`config.mk`:
```
export PLATFORM = sky130hd
export DESIGN_NAME = leds_ctrl
export DESIGN_NICKNAME = d
export VERILOG_FILES = /design/src/rtl/leds_ctrl_pkg.sv /design/src/rtl/led_debounce.sv /design/src/rtl/leds_ctrl.sv
export SDC_FILE = /design/constraint.sdc
export NUM_CORES = 1
export LEC_CHECK = 0
export CAP_MARGIN = 15
export CORE_MARGIN = 5
export CORE_UTILIZATION = 39
export CTS_BUF_LIST = sky130_fd_sc_hd__clkbuf_4 sky130_fd_sc_hd__clkbuf_8 sky130_fd_sc_hd__clkbuf_16
export DETAILED_ROUTE_END_ITERATION = 16
export GPL_ROUTABILITY_DRIVEN = 0
export PLACE_DENSITY = 0.56
export SLEW_MARGIN = 25
export SYNTH_ARGS = -nofsm -noshare
export SYNTH_HDL_FRONTEND = slang
export SYNTH_SLANG_ARGS = --single-unit
export TNS_END_PERCENT = 10
```
`constraint.sdc`:
```
create_clock -name clk -period 2.83 [get_ports clk]
set_input_delay 0.7075 -clock clk [delete_from_list [all_inputs] [get_ports clk]]
set_output_delay 0.7075 -clock clk [all_outputs]
set_load 0.02 [all_outputs]
```
`src/rtl/leds_ctrl_pkg.sv`:
```
// Shared definitions for the button-to-LED controller: mode encodings and sizing helpers.
// Latency: n/a (types and constant functions only).
// Backpressure: n/a.
package leds_ctrl_pkg;

   // Per-channel LED mode; one press advances to the next entry, DIM wraps to OFF.
   typedef enum logic [1:0] {
      MODE_OFF   = 2'd0,
      MODE_ON    = 2'd1,
      MODE_BLINK = 2'd2,
      MODE_DIM   = 2'd3
   } mode_t;

   // Width of a counter holding 0..n-1; never narrower than one bit.
   function automatic int cnt_width(input int n);
      return (n <= 2) ? 1 : $clog2(n);
   endfunction

   // Press-driven mode sequence: OFF -> ON -> BLINK -> DIM -> OFF.
   function automatic mode_t next_mode(input mode_t m);
      mode_t r;
      case (m)
         MODE_OFF:   r = MODE_ON;
         MODE_ON:    r = MODE_BLINK;
         MODE_BLINK: r = MODE_DIM;
         default:    r = MODE_OFF;
      endcase
      return r;
   endfunction

endpackage

```
`src/rtl/led_debounce.sv`:
```
// One button channel: 2-flop synchroniser, debounce filter and registered rising-edge pulse.
// Latency: clean but rise to press pulse is 2 + DEBOUNCE + 1 clk cycles.
// Backpressure: none; press is a one-cycle pulse the consumer must take when it appears.
//
// Ports:
//   clk, rst_n : clock, asynchronous active-low reset
//   but        : raw asynchronous button, active-high
//   stable     : debounced button level
//   press      : one-cycle pulse, the cycle after stable goes 0->1
module led_debounce
   import leds_ctrl_pkg::*;
#(
   parameter int DEBOUNCE = 1000
) (
   input  logic clk,
   input  logic rst_n,
   input  logic but,
   output logic stable,
   output logic press
);

   localparam int            CW       = cnt_width(DEBOUNCE);
   localparam logic [CW-1:0] CNT_LAST = CW'(DEBOUNCE - 1);

   logic          sync1;
   logic          sync2;
   logic          stable_q;
   logic [CW-1:0] cnt;

   always_ff @(posedge clk or negedge rst_n) begin
      if (!rst_n) begin
         sync1    <= 1'b0;
         sync2    <= 1'b0;
         stable   <= 1'b0;
         stable_q <= 1'b0;
         cnt      <= '0;
         press    <= 1'b0;
      end else begin
         sync1 <= but;
         sync2 <= sync1;

         // The counter only runs while the synchronised input disagrees with
         // the accepted level; any return to agreement restarts the count, so a
         // disagreement must persist DEBOUNCE consecutive cycles to be accepted.
         if (sync2 == stable) begin
            cnt <= '0;
         end else if (cnt == CNT_LAST) begin
            stable <= sync2;
            cnt    <= '0;
         end else begin
            cnt <= cnt + 1'b1;
         end

         // Edge detect on the accepted level; release edges are ignored.
         stable_q <= stable;
         press    <= stable & ~stable_q;
      end
   end

endmodule

```
`src/rtl/leds_ctrl.sv`:
```
// N-channel button-to-LED controller: each accepted press steps its channel OFF->ON->BLINK->DIM.
// Latency: press pulse to mode update 1 cycle; mode/blink phase/PWM count to led 1 cycle.
// Backpressure: none; all outputs are free-running registered levels or single-cycle pulses.
//
// Ports:
//   clk, rst_n : clock, asynchronous active-low reset
//   but[N]     : raw asynchronous buttons, active-high
//   led[N]     : registered LED drives, active-high
//   press[N]   : one-cycle pulse per accepted (debounced rising-edge) press
//   mode[2N]   : current mode per channel, channel i at bits [2i+1:2i]
module leds_ctrl
   import leds_ctrl_pkg::*;
#(
   parameter int N         = 2,
   parameter int DEBOUNCE  = 1000,
   parameter int BLINK_DIV = 6000000,
   parameter int PWM_BITS  = 4,
   parameter int DUTY      = 4
) (
   input  logic             clk,
   input  logic             rst_n,
   input  logic [N-1:0]     but,
   output logic [N-1:0]     led,
   output logic [N-1:0]     press,
   output logic [2*N-1:0]   mode
);

   localparam int              BW         = cnt_width(BLINK_DIV);
   localparam logic [BW-1:0]   BLINK_LAST = BW'(BLINK_DIV - 1);
   // One extra bit so DUTY = 2^PWM_BITS is representable and yields a constant-on LED.
   localparam logic [PWM_BITS:0] DUTY_V   = (PWM_BITS + 1)'(DUTY);

   // Debounced levels are not consumed here; only the press pulses drive the FSMs.
   logic [N-1:0]        stable_unused;
   mode_t               mode_q [N];
   logic [BW-1:0]       blink_cnt;
   logic                blink_phase;
   logic [PWM_BITS-1:0] pwm_cnt;
   logic                dim_on;

   // ---------------- per-channel input conditioning ----------------
   for (genvar g = 0; g < N; g++) begin : g_chan
      led_debounce #(
         .DEBOUNCE (DEBOUNCE)
      ) u_debounce (
         .clk    (clk),
         .rst_n  (rst_n),
         .but    (but[g]),
         .stable (stable_unused[g]),
         .press  (press[g])
      );

      assign mode[2*g +: 2] = mode_q[g];
   end

   // ---------------- mode FSMs, one per channel ----------------
   // Each channel advances independently on its own press pulse.
   always_ff @(posedge clk or negedge rst_n) begin
      if (!rst_n) begin
         for (int i = 0; i < N; i++) begin
            mode_q[i] <= MODE_OFF;
         end
      end else begin
         for (int i = 0; i < N; i++) begin
            if (press[i]) begin
               mode_q[i] <= next_mode(mode_q[i]);
            end
         end
      end
   end

   // ---------------- shared blink prescaler ----------------
   // Free-running from reset; a channel entering BLINK joins the current phase
   // rather than restarting it, so all blinking channels stay in step.
   always_ff @(posedge clk or negedge rst_n) begin
      if (!rst_n) begin
         blink_cnt   <= '0;
         blink_phase <= 1'b0;
      end else if (blink_cnt == BLINK_LAST) begin
         blink_cnt   <= '0;
         blink_phase <= ~blink_phase;
      end else begin
         blink_cnt <= blink_cnt + 1'b1;
      end
   end

   // ---------------- shared PWM counter ----------------
   // Natural binary wrap at 2^PWM_BITS-1 -> 0 gives the PWM period.
   always_ff @(posedge clk or negedge rst_n) begin
      if (!rst_n) begin
         pwm_cnt <= '0;
      end else begin
         pwm_cnt <= pwm_cnt + 1'b1;
      end
   end

   assign dim_on = ({1'b0, pwm_cnt} < DUTY_V);

   // ---------------- registered LED drives ----------------
   always_ff @(posedge clk or negedge rst_n) begin
      if (!rst_n) begin
         led <= '0;
      end else begin
         for (int i = 0; i < N; i++) begin
            case (mode_q[i])
               MODE_OFF:   led[i] <= 1'b0;
               MODE_ON:    led[i] <= 1'b1;
               MODE_BLINK: led[i] <= blink_phase;
               MODE_DIM:   led[i] <= dim_on;
               default:    led[i] <= 1'b0;
            endcase
         end
      end
   end

endmodule

```
======== Yosys cells after proc, flatten, opt, wreduce, memory -nomap -nowiden ========
Cells that the tools add are included.
word-level totals
  word-level logic and storage cells ...... 54
  register bits after elaboration ......... 64
  output and inout port bits .............. 8
cells by class
  bitwise operators ....................... 7
  add/sub/neg operators ................... 4
  mux-type cells .......................... 9
  reductions and logical operators ........ 4
  equality and inequality tests ........... 11
  magnitude comparators ................... 1
operators by type and width
  cell                                                 number
  2-to-1 mux 10 bit                                    4
  adder 23 x 1 -> 23 bit (second input constant)       1
  == test 23 bit (second input constant)               1
  2-to-1 mux 23 bit                                    1
  adder 10 x 1 -> 10 bit (second input constant)       2
  == test 10 bit (second input constant)               2
  one-hot mux 2 bit (3 select lines)                   2
  == test 2 bit (second input constant)                4
  one-hot mux 1 bit (4 select lines)                   2
  inverter 1 bit                                       5
  adder 4 x 1 -> 4 bit (second input constant)         1
  == test 2 x 1 -> 1 bit (second input constant)       2
  zero test 2 bit                                      2
  < comparator 4 x 3 -> 1 bit (second input constant)  1
  AND reduction 2 bit                                  2
  bitwise AND 1 bit                                    2
  == test 1 bit                                        2

======== Logic depth before layout (Yosys ltp) ========
Gate-level depths: netlist of the first run.
  depth in word-level cells ............... 3
  gate-level depth with buffers ........... 6
  mapped depth without buffers ............ 5

======== Cells and area by module ========
Synthesis of the first run repeated with hierarchy kept, for this count alone.
second synthesis, totals
  cells, all modules ...................... 266
  area total of the unflattened synthesis .. 2937.8 um2
modules (own cells, without submodules)
  module        cells an instance  area each (um2)  seq. area each (um2)  times used
  leds_ctrl     150                1611.5           850.8                 1
  led_debounce  58                 663.1            375.4                 2

======== Least setup slack after synthesis of the first run ========
No wires, ideal clock.
  path type ............................... flip-flop to flip-flop
  start ................................... register blink_cnt[7]
  end ..................................... register blink_cnt[16]
  data required time ...................... 2.704 ns
  cell stages (with the launch flop) ...... 6
  arrival ................................. 1.707 ns
  period minus slack after synthesis ...... 1.833 ns
  buffers on the path ..................... 1
  path slack .............................. 0.997 ns
  cells stage by stage .................... dfrtp_1 > or4_1 > or4_4 > nor2_4 > buf_6 > a21oi_1
between the ends
  cells in the longest elaborated chain, start to end .. 2
  elaborated cells between the ends (all ways) .. 3
RTL lines
  element                                                   RTL line                          text
  from (decl)                                               leds_ctrl.sv:36                   logic [BW-1:0] blink_cnt;
  from (signal assigned)                                    leds_ctrl.sv:83                   blink_cnt <= blink_cnt + 1'b1;
  adder 23 x 1 -> 23 bit or == test 23 bit (tied branches)  leds_ctrl.sv:83, leds_ctrl.sv:79
  2-to-1 mux 23 bit *                                       leds_ctrl.sv:79                   end else if (blink_cnt == BLINK_LAST) begin
Every way passes the cells marked *; elsewhere a longest branch is shown, timed or not.
A chain may end at the register's enable or synchronous reset.

======== Worst setup path in the final report of the first run ========
  start ................................... register g_chan[0].u_debounce.press
  end ..................................... output press[0]
RTL lines
  element                 RTL line            text
  from (decl)             led_debounce.sv:19  output logic press
  from (signal assigned)  led_debounce.sv:56  press <= stable & ~stable_q;
  to (decl)               leds_ctrl.sv:24     output logic [N-1:0] press,
No word-level cell between the ends.

==> impl.org, run 1 <==
** GRT
- Overflow after GRT :: 0
- Tot GR Track Use :: 12.6%
- The first global-routing pass estimated 8710 um of wire.
- Entering global routing, the biggest net connects 21 pins.
- The initial antenna violation count is 0.
- Vias in the first global route :: between 1500 and 2000

** Routing
- WL per Instance :: 12.5 um
- The final layout contains routed wiring with a total length of about 4700 um.
- 1st-iter DRT viols :: 68
- In this run the remaining antenna-violating nets after routing total 0.
- Residual DRC count :: 0
- The first detailed-routing pass took 4 iterations.
- The detailed router placed 1840 vias in this run.
- Using the TritonRoute via totals, the vias-per-cell ratio works out to around 4.8.

** Synth
- The synthesized design devotes to its leading area cell type 56.7% of total area.
- The most used flip-flop cell after synthesis is sky130_fd_sc_hd__dfrtp_1.
- After synthesis, the share of flip-flops with an asynchronous set or reset is 100%.
- Cell area after synthesis :: 2820 um2
- Yosys Warn Count :: 0
- Yosys cell types :: 32
- Post-synthesis area per instance :: 11.1 um2
- Fraction of the yosys area taken by sequential cells :: between 50% and 60%
- In the post-synthesis netlist, the cell with the most instances is sky130_fd_sc_hd__dfrtp_1.
- Yosys mapped a number of flops with a built-in enable equal to 0.
- Cell type with the largest total area after synthesis :: sky130_fd_sc_hd__dfrtp_1
- Net count after synthesis :: ~270
- Register bit count reported by yosys :: 64
- In the synthesized netlist, the cells that appear most often are sky130_fd_sc_hd__dfrtp_1, sky130_fd_sc_hd__nor2_1, sky130_fd_sc_hd__xnor2_1.
- Syn Inst Count :: between 200 and 300
- Largest cells by area after synthesis :: sky130_fd_sc_hd__dfrtp_1, sky130_fd_sc_hd__xnor2_1, sky130_fd_sc_hd__xor2_1, sky130_fd_sc_hd__ha_1, sky130_fd_sc_hd__nor2_1

** Floorplan
- From left edge to right edge, the die measures about 95 um.
- In this run the standard cell core region covers 7140 um2.
- The floorplan has 31 rows.
- From bottom edge to top edge, the die measures about 95 um.
- Die footprint :: 9040 um2
- Initial standard-cell utilization of the core :: roughly two fifths
- During I/O placement, the number of pins put on the boundary was 12.

** Clock tree
- TritonCTS built the clock tree.
- Root Buffer :: sky130_fd_sc_hd__clkbuf_8
- Post-CTS resize count :: 0
- In this run the deepest clock path goes through 2 buffers.
- Hold repair after CTS inserted 0 buffers.
- Insertion delay of the later-clocked pin in the worst-skew pair :: between 0.3 and 0.4 ns
- Clock transition at the registers of the reported paths :: 0.07 ns
- Count of clock tree sinks :: between 60 and 70
- The clock tree synthesis step divided the H-tree into 3 levels.
- Buffers inserted during clock tree synthesis total 9.
- Once the clock tree was built, the setup fixing pass inserted 0 buffers.

** Setup path
- The number of buffers and inverters on the critical path is 1.
- In this run the worst path has a maximum fanout of 5.
- STA classifies the critical path endpoint as a primary output.
- Data on the critical path is required at its endpoint by 2.12 ns.
- Worst r2r src :: blink_cnt[7]
- Endpoint arrival time on the critical path :: 1.36 ns
- Critical path's top delay family :: buffers and inverters
- The critical path starts at g_chan[0].u_debounce.press.
- For this run, the slowest stage of the critical path takes about 0.63 ns.
- Critical path's slowest cell :: sky130_fd_sc_hd__clkdlybuf4s50_1
- Classification of the worst setup path :: register to primary output
- STA classifies the critical path startpoint as a register.
- Critical-path cell list :: clkdlybuf4s50_1

** STA
- Setup violations remaining at the end of the flow were counted as 0.
- Period utilization :: 73.1%
- Post-route setup TNS :: 0 ns
- Across the routed clock network, the largest skew measured is 0.00647 ns.
- In this run the tightest slew margin relative to its limit is 65.0%.
- RSZ-0062 raised after global routing :: false
- The final count of pins violating max slew was 0.
- Transition at the pin with the smallest max-transition slack :: 0.520 ns
- The number of endpoints with negative hold slack in the final report is 0.
- Minimum clock period after layout :: roughly 2.1 ns
- FMAX :: ~0.48 GHz
- Across all hold checks on the routed design, the worst slack comes to 0.296 ns.

** Job
- Max-Cap Viols :: 0

** Cells and area
- Compared with the post-synthesis result, the final layout area differs by 16.1%.
- Final Net Count :: 290
- Layout cell share with drive strength beyond 1 :: 10.3%
- The repair_antennas step left the layout with diodes totalling 0.

** Status
- Outcome :: complete, no violations

** Power
- Power per cell area :: 567 nW/um2
- Peak supply drop :: about 270 uV
- For this design the static power due to leakage is between 1 and 1.5 nW.

** Min path
- The min-delay analysis places its worst path in the category primary input to asynchronous set/reset pin.

** Placed design
- Port buffer count :: 11
- Total half-perimeter wirelength after legalization and detailed placement :: 3340 um
-- area by class of cell --
class | instances | area, um2
Timing Repair Buffer | 14 | 128
Clock inverter | 5 | 78.8
Sequential cell | 64 | 1600
Tap cell | 99 | 124
Multi-Input combinational cell | 178 | 1160
Inverter | 9 | 33.8
Fill cell | 693 | 3860
Clock buffer | 11 | 151
-- cell usage in the layout (no fill, tap or decap), types with 2 or more instances in the layout --
cell / count
sky130_fd_sc_hd__and3_1: 3
sky130_fd_sc_hd__mux2_2: 2
sky130_fd_sc_hd__nand2_1: 16
sky130_fd_sc_hd__xnor2_1: 22
sky130_fd_sc_hd__or4_1: 3
sky130_fd_sc_hd__ha_1: 10
sky130_fd_sc_hd__dfrtp_1: 64
sky130_fd_sc_hd__clkdlybuf4s50_1: 10
sky130_fd_sc_hd__nor2b_1: 3
sky130_fd_sc_hd__nand4_1: 9
sky130_fd_sc_hd__bufinv_16: 2
sky130_fd_sc_hd__inv_1: 9
sky130_fd_sc_hd__or4_4: 2
sky130_fd_sc_hd__clkinv_2: 2
sky130_fd_sc_hd__nor2_1: 33
sky130_fd_sc_hd__or3_1: 3
sky130_fd_sc_hd__xor2_1: 15
sky130_fd_sc_hd__nand3_1: 14
sky130_fd_sc_hd__nand2b_1: 2
sky130_fd_sc_hd__nor3_1: 8
sky130_fd_sc_hd__a21oi_1: 5
sky130_fd_sc_hd__o21ai_0: 11
sky130_fd_sc_hd__clkbuf_8: 11
sky130_fd_sc_hd__nor4_1: 4
sky130_fd_sc_hd__buf_4: 3
sky130_fd_sc_hd__a221oi_1: 2
sky130_fd_sc_hd__mux2i_1: 2
sky130_fd_sc_hd__and2_1: 2
-- cells by family after synthesis --
kind of cell / count (synthesis) / share of synthesized area, %
muxes: 4 / 1.51
DFF: 64 / 56.7
adders and majority gates: 10 / 4.43
buffers and inverters: 12 / 2.13
xor gates and xnor gates: 37 / 11.5
and+or+nand+nor: 109 / 20.3
AOI/OAI and AO/OA: 18 / 3.46
-- state kept, by name (all words and copies together), names as in the netlist --
name,count
blink_cnt,23
g_chan.u_debounce.cnt,20
mode,4
pwm_cnt,4
g_chan.u_debounce.press,2
g_chan.u_debounce.stable,2
g_chan.u_debounce.stable_q,2
g_chan.u_debounce.sync1,2
g_chan.u_debounce.sync2,2
led,2
blink_phase,1
-- through the flow --
step | std cells | worst slack [ns] | total power (W) | utilization [%] | area (um2)
CTS | 380 | 0.726 | 0.00189 | 46.0 | 3280
finish | 380 | 0.762 | 0.00186 | 46.0 | 3280
detailed placement | 364 | 0.830 | 0.000991 | 42.7 | 3050
floorplan | 254 | 0.997 | 0.000961 | - | 2820
global route | 380 | 0.700 | 0.00194 | 46.0 | 3280
global placement | 364 | 0.856 | 0.000990 | 42.7 | 3050
-- path summary, 6_finish.rpt --
check	endpoint	slack (ns)	cells after the start
worst max-delay path	press[0]	0.76	1
worst min-delay path	led[1]	0.30	1
worst max register to register	blink_phase	0.83	4
worst min register to register	g_chan[0].u_debounce.sync2	0.35	0
max in group asynchronous	g_chan[0].u_debounce.cnt[9]	1.96	2
min in group clk	g_chan[0].u_debounce.sync2	0.35	0
-- metal layers --
| layer | track usage [%] | vias up | wire length, um |
|---|---|---|---|
| met5 | 0 | - | 0 |
| met4 | 5.77 | 0 | 100 |
| met3 | 4.03 | 8 | 149 |
| met2 | 19.5 | 22 | 2200 |
| met1 | 15.9 | 896 | 2290 |
| li1 | - | 914 | - |
-- power by group --
| group | internal (W) | total (W) | switching, W |
|---|---|---|---|
| Sequential | 0.000924 | 0.000931 | 0.00000710 |
| Combinational | 0.0000129 | 0.0000401 | 0.0000272 |
| Clock | 0.000542 | 0.000888 | 0.000346 |
| Total | 0.00148 | 0.00186 | 0.000380 |
Note: power is estimated with default switching activity, not from simulation.
==> inputs of run 2 (changes only) <==
Clock period 2.83 ns to 2.2 ns, I/O delays scaled along.
==> run 2 against run 1 <==
Core utilization barely moved; sequential cell count did not move; routed wire length fell by 4.3%; global-route usage fell by 0.87 points; sequential share of layout area barely moved; sequential power rose by 29%; register-to-register slack got worse by 0.63 ns; critical path depth rose by 3; worst hold slack got worse by 0.084 ns; setup slack got worse by 0.56 ns; highest routed layer unchanged.
==> impl.org, run 2 (synthesis results as in run 1) <==
** Status
- The flow ran to the end, and the final reports show no timing, DRC or antenna violations.

** Setup path
- Sort of element at the end of the critical path :: register
- The largest individual stage delay along the critical path comes from the cell sky130_fd_sc_hd__or4_1.
- The number of cells on the worst reg-to-reg path is 4.
- Worst path required time :: 2.45 ns
- In this design, the stage delay of the slowest critical-path cell is approximately 0.53 ns.
- For the worst setup path, the data arrival time is 2.26 ns.
- The setup path with the least slack is of type register to register.
- The worst setup path is launched from a register.
- The signal on the critical path passes through or4_1 > or4_4 > nor2_4 > xor2_1.
- In this run the worst path has a maximum fanout of 13.

** Cells and area
- Area added between synthesis and finish :: 16.0%
- Most common cell after layout, fill and taps aside :: sky130_fd_sc_hd__dfrtp_1
- Layout cell share with drive strength beyond 1 :: 9.68%
- The register with the most flip-flops in the layout has 23 of them.
- In the final design database the tool counted 288 nets.
- The repair_antennas step left the layout with diodes totalling 0.
- In the final layout, the registers with the most flip-flops are blink_cnt: 23 flops, g_chan.u_debounce.cnt: 20 flops.
- More flip-flops sit in one register than any other, and that register is blink_cnt.
- Fill count :: between 600 and 700
- Total non-filler cell area in the finished layout :: roughly 3300 um2
- In the layout the commonest cells are sky130_fd_sc_hd__dfrtp_1, sky130_fd_sc_hd__nor2_1, sky130_fd_sc_hd__xnor2_1.

** Floorplan
- From bottom edge to top edge, the die measures 95.1 um.
- 12 I/O pins were placed.
- The core region is 7140 um2.
- Die span in x :: 95.1 um
- Die footprint :: 9040 um2
- In this run the core area contains 31 standard-cell rows.
- Once the floorplan was initialized, standard cells occupied 39.6% of the core.

** STA
- Transition at the pin with the smallest max-transition slack :: 0.525 ns
- The final count of pins violating max slew was 0.
- RSZ-0062 raised after global routing :: false
- Setup total negative slack on the finished layout was measured at 0 ns.
- Post-route clock skew :: 0.00575 ns
- Slew headroom :: 64.7%
- The number of endpoints with negative hold slack in the final report came to 0.
- Setup violations remaining at the end of the flow were counted as 0.
- The clock period could shrink to 2.00 ns.
- Period utilization :: just over 90%
- FMAX :: 0.499 GHz

** GRT
- Global routing consumed, on the met2 layer, 17.3% of the routing resources.
- For met3 alone, demand over resource in global routing was 4.03%.
- The number of global-route vias before repair was roughly 1700.
- The global routing stage identified its most utilized layer as met2.
- Global-route wire length before repair :: 8030 um
- Pin count of the biggest net entering global routing :: 65
- Overflow after GRT :: 0
- Global-route met1 utilization :: 15.1%
- Number of antenna violations at the first check in global routing :: 0
- In the global route stage, overall resource usage came out at 11.7%.

** Power
- After layout, the design draws a total of roughly 0.0024 W.
- Lkg Pwr :: approximately 1.5 nW
- Peak supply drop :: 384 uV
- For this design the ratio of total power to cell area is 728 nW/um2.

** Job
- The tool flagged a number of max-cap violations equal to 0.

** Routing
- Residual DRC count :: 0
- 1st-iter DRT viols :: 61
- The detailed router placed around 1800 vias in this run.
- After detailed routing, the number of vias per cell comes to ~4.8.
- After detailed routing, the average wire length per cell comes to 12.0 um.
- Before antenna repair, the detailed router went through 4 iterations.
- Aggregate routed wire length :: ~4500 um
- Routed Antenna Nets :: 0

** Clock tree
- Root Buffer :: sky130_fd_sc_hd__clkbuf_8
- For the worst-skew pair, the clock arrives at the later sink with an insertion delay of between 0.3 and 0.4 ns.
- Count of clock tree sinks :: 64
- The clock tree synthesis step divided the H-tree into 3 levels.
- The number of gates resized after CTS was 0.
- After clock tree synthesis, the flow added hold-fix buffers numbering 0.
- Post-CTS setup-driven buffer insertion count :: 0
- TritonCTS built the clock tree.
- Number of CTS-inserted buffers :: 9
- Clock-pin slew was measured on the worst setup and hold paths at 0.07 ns.
- Number of buffers between clock root and the deepest sink :: 2

** Placed design
- In this run the cell area measured after placement is ~3000 um2.
- The HPWL after detailed placement is 3030 um.
- Port buffer count :: 11

** Min path
- The path class of the tightest hold or removal check is primary input to asynchronous set/reset pin.
## run 2: cell types whose count changed in the layout (fill, tap and decap cells not counted)
cell                     change
sky130_fd_sc_hd__buf_12      +1
sky130_fd_sc_hd__buf_4       -3
## run 2: final timing paths
kind / startpoint / to / slack (ns)
min: rst_n / mode[0] / 0.21
min reg2reg: g_chan[1].u_debounce.sync1 / g_chan[1].u_debounce.sync2 / 0.35
min in group clk: g_chan[1].u_debounce.sync1 / g_chan[1].u_debounce.sync2 / 0.35
max: blink_cnt[7] / blink_phase / 0.20
max reg2reg: blink_cnt[7] / blink_phase / 0.20
max in group asynchronous: rst_n / blink_cnt[12] / 1.70
## run 2: stage by stage
step	cells	hold WS [ns]	util [%]	setup slack, ns
2_1_floorplan	254	0.254	-	0.367
3_5_place_dp	362	0.335	42.7	0.210
5_1_grt	378	0.237	45.9	0.103
4_1_cts	378	0.227	45.9	0.201
3_3_place_gp	362	0.333	42.7	0.212
6_report	378	0.213	45.9	0.198
## run 2: cell type report
| type | count | area (um2) | share of cell area [%] |
|---|---|---|---|
| clock inverter | 5 | 78.8 | 2.41 |
| multi-input combinational | 178 | 1160 | 35.5 |
| sequential | 64 | 1600 | 48.9 |
| clock buffer | 11 | 151 | 4.62 |
| timing repair buffer | 12 | 125 | 3.82 |
| inverter | 9 | 33.8 | 1.03 |
| tap | 99 | 124 | 3.78 |
## run 2: critical path: cells and delay by family (launching register included)
kind / cells / cell delay, ns
XOR/XNOR: 1 / 0.17
flip-flops: 1 / 0.45
AND/OR/NAND/NOR: 3 / 1.31
## run 2: report_power, final
part           switching, W  internal [W]
Clock              0.000439      0.000698
Sequential       0.00000886       0.00119
Combinational     0.0000343     0.0000168
Total              0.000482       0.00190
## run 2: metal layers
layer	up-vias	routed length, um
met5	-	0
met4	0	97
met3	7	167
met2	23	2040
met1	868	2220
li1	909	-
==> inputs of run 3 (changes only) <==
Settings changed: ABC_AREA set to 1, CORE_UTILIZATION 39 to 60, PLACE_DENSITY 0.56 to 0.8.
==> run 3 against run 2 <==
Routed wire length rose by 19%; design area up 7.5%; final cell count is 21% higher; clock skew is essentially flat; combinational power increased by 12%; register-to-register slack better by 0.57 ns; sequential share of layout area decreased by 3.4 points; non-clock buffer count grew 3; largest cell class unchanged; highest routed layer unchanged.
==> impl.org, run 3 <==
** Placed design
- Once detailed placement completed, the half-perimeter wirelength came to 3910 um.
- In this run the cell area measured after placement is 3360 um2.
- Prior to clock tree synthesis, the placed netlist has a worst setup slack of approximately 0.64 ns.
- Input and output buffers added on the ports amount to 11.

** Power
- Peak supply drop :: 456 uV
- In this run the power density over the cells is 604 nW/um2.
- Lkg Pwr :: 1.74 nW

** STA
- Setup slack closes at 0.262 ns.
- FMAX :: a little over 0.5 GHz
- RSZ-0062 raised after global routing :: false
- Setup violations remaining at the end of the flow were counted as 0.
- Final hold violations :: 0
- Between clock sinks in the finished design, the worst skew comes to 0.00572 ns.
- Setup total negative slack on the finished layout was measured at 0 ns.
- The final critical path takes up 88.1% of the cycle.
- For the pin with the worst max-slew slack, the measured transition is 0.377 ns.
- Slew headroom :: roughly 75%
- Minimum clock period after layout :: approximately 1.9 ns
- Pins Over Slew Limit :: 0

** Synth
- Yosys instantiated no cell more often than sky130_fd_sc_hd__nand2_1.
- The share of synthesized area in the top cell type comes to 50.7%.
- Number of enable-type register cells in the synthesized netlist :: 0
- Sequential elements use about 51% of the synthesized area.
- Syn Inst Count :: 360
- In the synthesized netlist the dominant register cell turns out to be sky130_fd_sc_hd__dfrtp_1.
- Yosys Warn Count :: 0
- Yosys cell types :: 29
- Synthesis inferred 64 register bits.
- Cell types with the highest counts after synthesis :: sky130_fd_sc_hd__nand2_1, sky130_fd_sc_hd__dfrtp_1, sky130_fd_sc_hd__nor2_1
- Largest cells by area after synthesis :: sky130_fd_sc_hd__dfrtp_1, sky130_fd_sc_hd__nand2_1, sky130_fd_sc_hd__nor2_1, sky130_fd_sc_hd__inv_1, sky130_fd_sc_hd__xor2_1
- The mapped netlist covers 3160 um2.
- Net count after synthesis :: around 370
- Of all cell types, the one taking the most synthesized area is sky130_fd_sc_hd__dfrtp_1.
- Post-synthesis area per instance :: 8.77 um2
- FFs w/ async S/R, synth :: 100%

** Setup path
- The worst register-to-register path begins at blink_cnt[1].
- The worst setup path is captured at a primary output.
- Classification of the worst setup path :: register to primary output
- STA puts the critical path data required time at 1.65 ns.
- Crit start category :: register
- Following the worst setup path forward leads to its endpoint at press[1].
- Critical-path cell list :: clkdlybuf4s50_1
- First element of the critical path :: g_chan[1].u_debounce.press
- On the critical path the largest part of the delay comes from buffers and inverters.
- For the worst flop-to-flop path, the logic depth is 8.
- The endpoint identified for the worst register-to-register timing path is blink_cnt[22].
- In this design, the stage delay of the slowest critical-path cell is 0.64 ns.
- Along the worst path, the maximum fanout reaches 5.
- For this design, the slowest cell found on the critical path is sky130_fd_sc_hd__clkdlybuf4s50_1.
- Endpoint arrival time on the critical path :: 1.39 ns
- Count of cell instances traversed by the critical path :: 1
- Reg-to-reg slack, setup :: 0.77 ns
- Together, buffers and inverters on the worst path number 1.

** Floorplan
- Pin placement for this block handled 12 I/O pins.
- The total area inside the core boundary comes to 5110 um2.
- The die is slightly above 80 um wide.
- Die footprint :: approximately 6800 um2
- In this run the vertical extent of the chip is between 80 and 90 um.
- For this configuration, the core starts out at a cell density of 61.8%.
- Number of core rows :: 26

** Clock tree
- The cell sitting at the root of the clock tree is a sky130_fd_sc_hd__clkbuf_8.
- Number of CTS-inserted buffers :: 9
- Clock-pin slew was measured on the worst setup and hold paths at ~0.070 ns.
- Count of clock tree sinks :: 64
- Clock tree from TritonCTS :: yes
- Number of hold-repair buffers added at the cts stage :: 0
- Number of levels the H-tree was split into :: 3
- Insertion delay of the later-clocked pin in the worst-skew pair :: 0.34 ns
- Number of buffers between clock root and the deepest sink :: 2
- Post-CTS setup-driven buffer insertion count :: 0
- Post-CTS resize count :: 0

** Cells and area
- Leaving out fill and tap cells, the most frequent cells in the layout are sky130_fd_sc_hd__nand2_1, sky130_fd_sc_hd__dfrtp_1, sky130_fd_sc_hd__nor2_1.
- In the final layout, the multi-input gates occupy 1340 um2.
- The library cell used most frequently in the layout, excluding fill and tap cells, is sky130_fd_sc_hd__nand2_1.
- Number of diodes :: 0
- The net count of the finished layout is between 300 and 400.
- The filler cells instantiated in the layout total just over 400.
- The largest registers in the layout are blink_cnt: 23 flops, g_chan.u_debounce.cnt: 20 flops.
- Area added between synthesis and finish :: 11.6%
- Register area :: 1600 um2
- Register bank with the most flops :: blink_cnt
- Total non-filler cell area in the finished layout :: around 3500 um2
- Final core utilization :: 69.0%
- The register with the most flip-flops in the layout has 23 of them.
- The post-route netlist has ~11% of its cells at a drive strength greater than 1.

** Routing
- Detailed routing inserted a total of 2261 vias.
- Router iterations before antenna repair :: 4
- WL per Instance :: 11.8 um
- 1st-iter DRT viols :: 83
- After detailed routing, the total wire length is 5370 um.
- Routed Antenna Nets :: 0
- Ratio of routed vias to standard cells :: 4.96
- Residual DRC count :: 0

** Job
- Max-Cap Viols :: 0

** Status
- Outcome :: complete, no violations

** GRT
- Global-route wire length before repair :: 9380 um
- Overflow after GRT :: 0
- Pin count of the biggest net entering global routing :: 21
- Tot GR Track Use :: 18.6%
- Number of antenna violations at the first check in global routing :: 0
- Vias in the first global route :: around 2200

** Min path
- The path class of the tightest hold or removal check is primary input to asynchronous set/reset pin.
==> run 3: final cells by class <==
type	instances	area share [%]
Clock buffer	13	4.55
Clock inverter	1	0.142
Inverter	52	5.58
Multi-Input combinational cell	241	37.9
Sequential cell	64	45.5
Tap cell	70	2.49
Timing Repair Buffer	15	3.84
==> run 3: stage by stage <==
step	cells	total power (W)	hold WS, ns
after global placement	442	0.00128	0.333
after CTS	456	0.00215	0.120
after detailed placement	442	0.00128	0.335
final	456	0.00213	0.118
after floorplan	360	0.00124	0.254
after global routing	456	0.00222	0.130
==> run 3: worst min path at each step <==
stage,start,to,depth (start not counted)
after global placement,g_chan[1].u_debounce.sync1,g_chan[1].u_debounce.sync2,0
after floorplan,rst_n,blink_cnt[0],0
after detailed placement,g_chan[0].u_debounce.sync1,g_chan[0].u_debounce.sync2,0
after global routing,rst_n,mode[1],1
after CTS,rst_n,mode[0],1
final,rst_n,mode[0],1
==> run 3: power breakdown <==
group,switching [W],internal [W],leakage (nW)
clock network,0.000411,0.000463,0.0896
logic,0.0000400,0.0000175,0.792
registers,0.00000713,0.00119,0.862
total,0.000458,0.00167,1.74
==> run 3: cell families (layout without fill, tap and decap cells) <==
family	Yosys count	after routing	synth area share (%)
compound gates	26	26	4.44
fa+ha+maj	10	10	3.96
buf+inv	55	81	6.94
simple gates	184	184	28.1
flops	64	64	50.7
xor+xnor	21	21	5.83
==> run 3: layer usage <==
layer,wire (um),vias up,GRT usage [%]
li1,-,1166,-
met1,2430,1052,22.6
met2,2630,32,30.6
met3,199,11,5.53
met4,108,0,8.50
met5,0,-,0
